File: config.mk
export PLATFORM = sky130hd
export DESIGN_NAME = bus_responder
export DESIGN_NICKNAME = d
export VERILOG_FILES = /design/src/rtl/sdsu_bus_pkg.sv /design/src/rtl/operand_regfile.sv /design/src/rtl/bus_responder.sv
export SDC_FILE = /design/constraint.sdc
export NUM_CORES = 1
export LEC_CHECK = 0
export CORE_MARGIN = 3
export CORE_UTILIZATION = 50
export DETAILED_ROUTE_END_ITERATION = 8
export PLACE_DENSITY_LB_ADDON = 0.2
export SETUP_SLACK_MARGIN = 0.02
export SYNTH_ARGS = -nofsm -noshare
export SYNTH_HDL_FRONTEND = slang
export SYNTH_HIERARCHICAL = 1
export SYNTH_SLANG_ARGS = --single-unit
File: constraint.sdc
create_clock -name clk -period 2.87 [get_ports clk]
set_input_delay 0.287 -clock clk [delete_from_list [all_inputs] [get_ports clk]]
set_output_delay 0.287 -clock clk [all_outputs]
set_load 0.05 [all_outputs]
File: src/rtl/sdsu_bus_pkg.sv
// Shared types and address map for the SDSU bus responder.
package sdsu_bus_pkg;

   typedef enum logic [1:0] {
      IDLE,
      BUSY,
      DONE
   } resp_state_t;

   localparam int ADDR_OP_A = 1;
   localparam int ADDR_OP_B = 2;

endpackage

File: src/rtl/operand_regfile.sv
// Two-entry operand register file written by the bus master.
// Only addresses ADDR_OP_A and ADDR_OP_B are decoded here.
// The caller gates 'we' so that only legal, idle-time writes arrive.
module operand_regfile
   import sdsu_bus_pkg::*;
#(
   parameter int DATA_W = 32,
   parameter int ADDR_W = 32
) (
   input  logic              clk,
   input  logic              rst_n,
   input  logic              we,
   input  logic [ADDR_W-1:0] waddr,
   input  logic [DATA_W-1:0] wdata,
   output logic [DATA_W-1:0] op_a,
   output logic [DATA_W-1:0] op_b
);

   logic [DATA_W-1:0] r_opA;
   logic [DATA_W-1:0] r_opB;

   // Operand storage: write the addressed register, clear both on reset
   always_ff @(posedge clk or negedge rst_n) begin
      if (!rst_n) begin
         r_opA <= '0;
         r_opB <= '0;
      end else if (we) begin
         if (waddr == ADDR_W'(ADDR_OP_A)) begin
            r_opA <= wdata;
         end else if (waddr == ADDR_W'(ADDR_OP_B)) begin
            r_opB <= wdata;
         end
      end
   end

   assign op_a = r_opA;
   assign op_b = r_opB;

endmodule

File: src/rtl/bus_responder.sv
// Responder end of the SDSU bus.
// It accepts operand writes while idle and adds the operands on a start pulse.
// The sum is returned together with a one-cycle ready pulse.
module bus_responder
   import sdsu_bus_pkg::*;
#(
   parameter int DATA_W      = 32,
   parameter int ADDR_W      = 32,
   parameter int COMPUTE_LAT = 2
) (
   input  logic              clk,
   input  logic              rst_n,
   input  logic              valid,
   input  logic              start,
   input  logic [ADDR_W-1:0] address,
   input  logic [DATA_W-1:0] data,
   input  logic              err_clr,
   output logic              ready,
   output logic [DATA_W-1:0] result_data,
   output logic              overflow,
   output logic              busy,
   output logic              err
);

   localparam int CNT_W = (COMPUTE_LAT > 1) ? $clog2(COMPUTE_LAT) : 1;

   resp_state_t       r_state;
   resp_state_t       w_nextState;
   logic [CNT_W-1:0]  r_cnt;
   logic [DATA_W-1:0] r_snapA;
   logic [DATA_W-1:0] r_snapB;
   logic [DATA_W-1:0] r_result;
   logic              r_overflow;
   logic              r_err;

   logic [DATA_W-1:0] w_opA;
   logic [DATA_W-1:0] w_opB;
   logic [DATA_W:0]   w_sum;
   logic              w_idle;
   logic              w_addrLegal;
   logic              w_we;
   logic              w_cntDone;
   logic              w_errEvent;

   assign w_idle      = (r_state == IDLE);
   assign w_addrLegal = (address == ADDR_W'(ADDR_OP_A)) || (address == ADDR_W'(ADDR_OP_B));
   assign w_we        = valid && w_idle && w_addrLegal;
   assign w_cntDone   = (r_cnt == CNT_W'(COMPUTE_LAT - 1));
   assign w_errEvent  = (valid && (!w_idle || !w_addrLegal)) || (start && !w_idle);
   assign w_sum       = {1'b0, r_snapA} + {1'b0, r_snapB};

   operand_regfile #(
      .DATA_W(DATA_W),
      .ADDR_W(ADDR_W)
   ) u_regfile (
      .clk  (clk),
      .rst_n(rst_n),
      .we   (w_we),
      .waddr(address),
      .wdata(data),
      .op_a (w_opA),
      .op_b (w_opB)
   );

   // State register
   always_ff @(posedge clk or negedge rst_n) begin
      if (!rst_n) begin
         r_state <= IDLE;
      end else begin
         r_state <= w_nextState;
      end
   end

   // Next-state logic: one pass through BUSY and DONE per accepted start
   always_comb begin
      w_nextState = r_state;
      case (r_state)
         IDLE:    if (start) w_nextState = BUSY;
         BUSY:    if (w_cntDone) w_nextState = DONE;
         DONE:    w_nextState = IDLE;
         default: w_nextState = IDLE;
      endcase
   end

   // Latency counter: cleared by an accepted start, advances while BUSY
   always_ff @(posedge clk or negedge rst_n) begin
      if (!rst_n) begin
         r_cnt <= '0;
      end else if (w_idle && start) begin
         r_cnt <= '0;
      end else if (r_state == BUSY && !w_cntDone) begin
         r_cnt <= r_cnt + 1'b1;
      end
   end

   // Snapshot the pre-write operands when a start is accepted
   always_ff @(posedge clk or negedge rst_n) begin
      if (!rst_n) begin
         r_snapA <= '0;
         r_snapB <= '0;
      end else if (w_idle && start) begin
         r_snapA <= w_opA;
         r_snapB <= w_opB;
      end
   end

   // Register the sum on the BUSY to DONE edge and hold it until the next DONE
   always_ff @(posedge clk or negedge rst_n) begin
      if (!rst_n) begin
         r_result   <= '0;
         r_overflow <= 1'b0;
      end else if (r_state == BUSY && w_cntDone) begin
         r_result   <= w_sum[DATA_W-1:0];
         r_overflow <= w_sum[DATA_W];
      end
   end

   // Sticky error flag: a new error wins over a same-cycle clear
   always_ff @(posedge clk or negedge rst_n) begin
      if (!rst_n) begin
         r_err <= 1'b0;
      end else if (w_errEvent) begin
         r_err <= 1'b1;
      end else if (err_clr) begin
         r_err <= 1'b0;
      end
   end

   assign ready       = (r_state == DONE);
   assign busy        = !w_idle;
   assign result_data = r_result;
   assign overflow    = r_overflow;
   assign err         = r_err;

endmodule

-- Word-level counts from Yosys, hierarchy flattened
Index checks and enable logic that the tools add are counted.
- memory bits (read-only): 0
- memory bits (writable): 0
- register bits: 165
- memories kept: 0
- latch bits: 0
- bits of input ports: 69
- output and inout bits: 36
- reduce and logical (&&, ||, !) cells: 19
- bitwise operators: 1
- div/mod/pow operators: 0
- $mul: 0
- shifts and indexed selects: 0
- mux-type cells: 7
- add/sub/neg operators: 2
- equality and inequality tests: 6
- magnitude comparators: 0
- operators by type and width (operator ; count):
    $add 32x32->33 ; 1
    $eq 32x1->1 const B ; 1
    $eq 32x2->1 const B ; 1
    $logic_and 1x1->1 ; 7
    $mux 1 ; 4
    $mux 2 ; 2
    $ne 2x2->1 const B ; 2
    $pmux 2 s2 ; 1
    $reduce_and 2->1 ; 2
    $reduce_bool 2->1 ; 2
    $logic_not 1->1 ; 3
    $logic_or 1x1->1 ; 3
    $reduce_and 3->1 ; 1
    $eq 2x1->1 const B ; 1
    $eq 2x2->1 const B ; 1
    $logic_not 2->1 ; 1
    $add 1x1->1 const B ; 1
    $not 1->1 ; 1

-- Logic depth before layout (Yosys ltp)
- depth in word-level cells: 7
- depth in mapped cells: 10
- mapped depth without buffers: 10

-- Hierarchy
The synthesis kept the hierarchy.
- by module, submodules not included (module ; cells each ; instances ; area an instance (um^2) ; seq. area each (um^2)):
    bus_responder ; 515 ; 1 ; 5481.5 ; 2527.4
    operand_regfile ; 150 ; 1 ; 2508.7 ; 1601.5

-- Worst setup path before layout
OpenSTA, ideal clock, no wires.
- path kind: flip-flop to flip-flop
- start point: register r_state[1]
- end point: register u_regfile.r_opB[10] (netlist: u_regfile/op_b[10])
- cell stages (with the launch flop): 10
- slack: -0.369 ns
- buffers on the path: 2
- data arrival time: 3.114 ns
- cells stage by stage: dfrtp_1 or2_2 clkbuf_1 or4_1 nor4_1 nor4b_1 nand3_1 nor4_4 buf_6 mux2_2
- cells in the longest elaborated chain, start to end: 4
- RTL lines (item ; RTL line ; RTL):
    from (decl) ; bus_responder.sv:27 ; resp_state_t r_state;
    from (signal assigned) ; bus_responder.sv:70 ; r_state <= w_nextState;
    $logic_not 2->1 ; bus_responder.sv:45 ; assign w_idle = (r_state == IDLE);
    $logic_and 1x1->1 (2 in series) ; bus_responder.sv:47 ; assign w_we = valid && w_idle && w_addrLegal;
    named net w_we ; bus_responder.sv:41 ; logic w_we;
    $reduce_and 3->1 (no source line) ; - ;
    to (signal assigned) ; operand_regfile.sv:31 ; r_opB <= wdata;
    to (decl) ; operand_regfile.sv:20 ; logic [DATA_W-1:0] r_opB;
The timed path passes the listed nets, and every way through them passes these cells.
A chain may end at the register's enable or synchronous reset.

-- Final worst setup path
- start point: register r_state[1]
- end point: register u_regfile.r_opA[0] (netlist: u_regfile/op_a[0])
- cells in the longest elaborated chain, start to end: 4
- RTL lines (item ; RTL line ; RTL):
    $logic_not 2->1 ; bus_responder.sv:45 ;
    $logic_and 1x1->1 (2 in series) ; bus_responder.sv:47 ;
    named net w_we ; bus_responder.sv:41 ;
    $reduce_and 2->1 (no source line) ; - ;
    to (signal assigned) ; operand_regfile.sv:29 ; r_opA <= wdata;
    to (decl) ; operand_regfile.sv:19 ; logic [DATA_W-1:0] r_opA;
The timed path passes the listed nets, and every way through them passes these cells.

==> metrics <==
share of cells above drive strength 1 approximately 26%; pwr dens 527 nW/um^2; syn avg cell area approximately 12 sq um; Synth area leaders dfrtp_1, mux2_2, ha_1; Final ANT Viol Nets 0; TritonCTS clock tree done; worst r2r path cells 11; outcome finished with violations; Max Freq roughly 0.35 GHz; Leak between 0.004 and 0.005 uW; area fraction of the dominant cell type after synthesis approximately half; clock share of power between 30% and 40%; dominant synthesized flop cell dfrtp_1; fillers between 1000 and 1500; antenna violations before repair 0; Die Ht 132 um; Top Ports around 110; Post-synth EDFFs 0; routed len/inst roughly 19 um; vias after detailed routing 5769; internal power ~3900 uW; Max-cap violations 0; vias in the first global route 6172; violated checks negative setup slack; CTS Sinks 165; Final setup violation count 11; part of the power in registers about 44%; CP Capture Type flop; number of placement rows 45; I/O Buffers 104; CTS Buf Count 17; GPL Wtd Cong 0.850; flop2flop setup slack -0.03 ns; Req. time, crit path around 3.2 ns; cell with the most instances after synthesis dfrtp_1; htree depth 4; Initial Util 51.8%; Slew HR a little under three fifths; Final Worst Setup Slack -0.0256 ns; root buf cell clkbuf_16; NetSw 1550 uW; number of diodes 0; CP Capture Point u_regfile/op_a[0]; CORE AREA roughly 15000 sq um; Comb power frac between 15 and 20%; Switching Share 28.4%; final hold violation count 0; Final Instance Area between 10000 and 15000 sq um; CP startpoint r_state[1]; min Tclk post-route 2.90 ns; Clk pin slew, worst setup/hold paths 0.07 ns; nets@finish between 800 and 900; total die area 17500 sq um; CP Launch Type flop; gr usage total 23.0%; largest net degree at the start of global routing 66; worst min-delay path category in2async; Final period util 101%; final WL 19.5 mm; YS warnings 6; Worst Setup Path Type reg2reg; DRC 0; Max Root-Sink Buffers 2; TritonRoute pass-1 iters 5; Worst VDD drop around 0.00046 V; reg2reg start r_state[1]; Yosys cell types 60; asr flop ratio synth 100%; Final Slew Violations 0; post-synthesis sequential area ratio 51.7%; Hold Slack around 0.4 ns; area leader, netlist dfrtp_1; Synth top cells by count dfrtp_1, mux2_2, nand2_1; vias per std cell around 5.7; Syn Nets between 700 and 800; Cell Area, Synth between 7000 and 8000 sq um; Fin Clk Skew between 0.008 and 0.009 ns; Starting DRT DRC Count roughly 370; Core Util, Final between 60% and 70%; r2r endpoint u_regfile/op_a[0]; unrepaired setup endpoints after global routing true; Post-DP Area ~9400 sq um; Detailed Place HPWL around 13 mm; Worst EP arrival 3.21 ns; Cells after Synth between 600 and 700; die span in x approximately 130 um; Clock Latency Late Sink around 0.43 ns; Layout area overhead 29.2%; critical path peak fanout 8; GRT overflow 0; #FFs+latches synth 165; wire length of the first global-routing pass roughly 32 mm; Least-Margin Pin Slew roughly 0.67 ns
cells by family after synthesis:
logic type / synth area share (%)
AO/OA/AOI/OAI: 10.1
XOR/XNOR: 2.74
adder cells (fa/ha/maj): 5.26
buffers and inverters: 2.21
flip-flops: 51.7
multiplexers: 18.3
AND/OR/NAND/NOR: 9.74
final cells by class:
type                       count  area (sq um)  share of cell area, %
sequential                   165          4130                   40.0
multi-input combinational    466          3900                   37.8
timing repair buffer         136          1450                   14.1
clock buffer                  17           425                   4.12
tap                          211           264                   2.56
clock inverter                15           130                   1.26
inverter                       6          22.5                  0.218
flip-flops by register name, summed over array words and instances (netlist names):
| name | flops |
|---|---|
| r_state | 2 |
| r_snapB | 32 |
| result_data | 32 |
| overflow | 1 |
| u_regfile/op_a | 32 |
| err | 1 |
| u_regfile/op_b | 32 |
| r_snapA | 32 |
| r_cnt | 1 |
layout by cell type, fill, tap and decap left out, types with 13 or more instances in the layout:
cell type / n
a21oi_1: 29
o21ai_0: 32
mux2_2: 89
clkbuf_16: 17
ha_1: 32
nor2_1: 18
buf_4: 17
dfrtp_1: 165
mux2_4: 37
o21ai_1: 13
xnor2_1: 13
nand2_1: 55
clkdlybuf4s50_1: 99
nand3_1: 14
power by group through the flow:
| stage | combinational (uW) | sequential [uW] | clock [uW] |
|---|---|---|---|
| final | 899 | 2380 | 2160 |
| after global routing | 971 | 2380 | 2280 |
| after CTS | 881 | 2380 | 2190 |
| after detailed placement | 876 | 2420 | 0 |
| after global placement | 857 | 2420 | 0 |
| after floorplan | 514 | 2450 | 0 |
repair_timing:
action / CTS / global route
hold buffers: 1 / 0
gates cloned: 6 / 0
gates resized for setup: 17 / 18
setup endpoints to repair: 65 / 69
pin swaps: 6 / 3
endpoints found under the hold margin: 62 / 0
buffers inserted: 7 / 1
metal layers:
layer	track usage (%)	part of all wire (%)	up-vias
met5	0	0	-
met4	8.08	1.9	0
met3	4.64	4.7	32
met2	38.6	50	182
met1	29.7	43	2868
li1	-	-	2687
through the flow:
step                power, uW  TNS [ns]  cells  setup WS, ns
floorplan                2960     -3.47    665        -0.115
global placement         3270    -34.57    970        -0.605
detailed placement       3300    -38.11    970        -0.662
CTS                      5440         0   1015        0.0158
global route             5630     -2.41   1016        -0.112
finish                   5440    -0.205   1016       -0.0256
how the worst min path moves through the flow:
stage           from                 end  slack (ns)  cells past startpoint
2_1_floorplan  rst_n                 err      -0.009                      0
3_3_place_gp   rst_n  u_regfile/op_b[19]        0.30                      1
3_5_place_dp   rst_n  u_regfile/op_b[19]        0.32                      1
4_1_cts        rst_n  u_regfile/op_b[19]        0.44                      2
5_1_grt        rst_n     result_data[15]        0.49                      2
6_report       rst_n  u_regfile/op_b[19]        0.41                      2
critical path, stage by stage (launching register included):
cell and delay [ns]:
dfrtp_1 0.40, or2_4 0.24, or4_4 0.44, nor4_4 0.23, nor4b_4 0.26, nand3_2 0.13, buf_6 0.15, nor4_4 0.14
buf_4 0.17, buf_4 0.13, buf_12 0.15, mux2_2 0.34
Note: power is estimated with default switching activity, not from simulation.
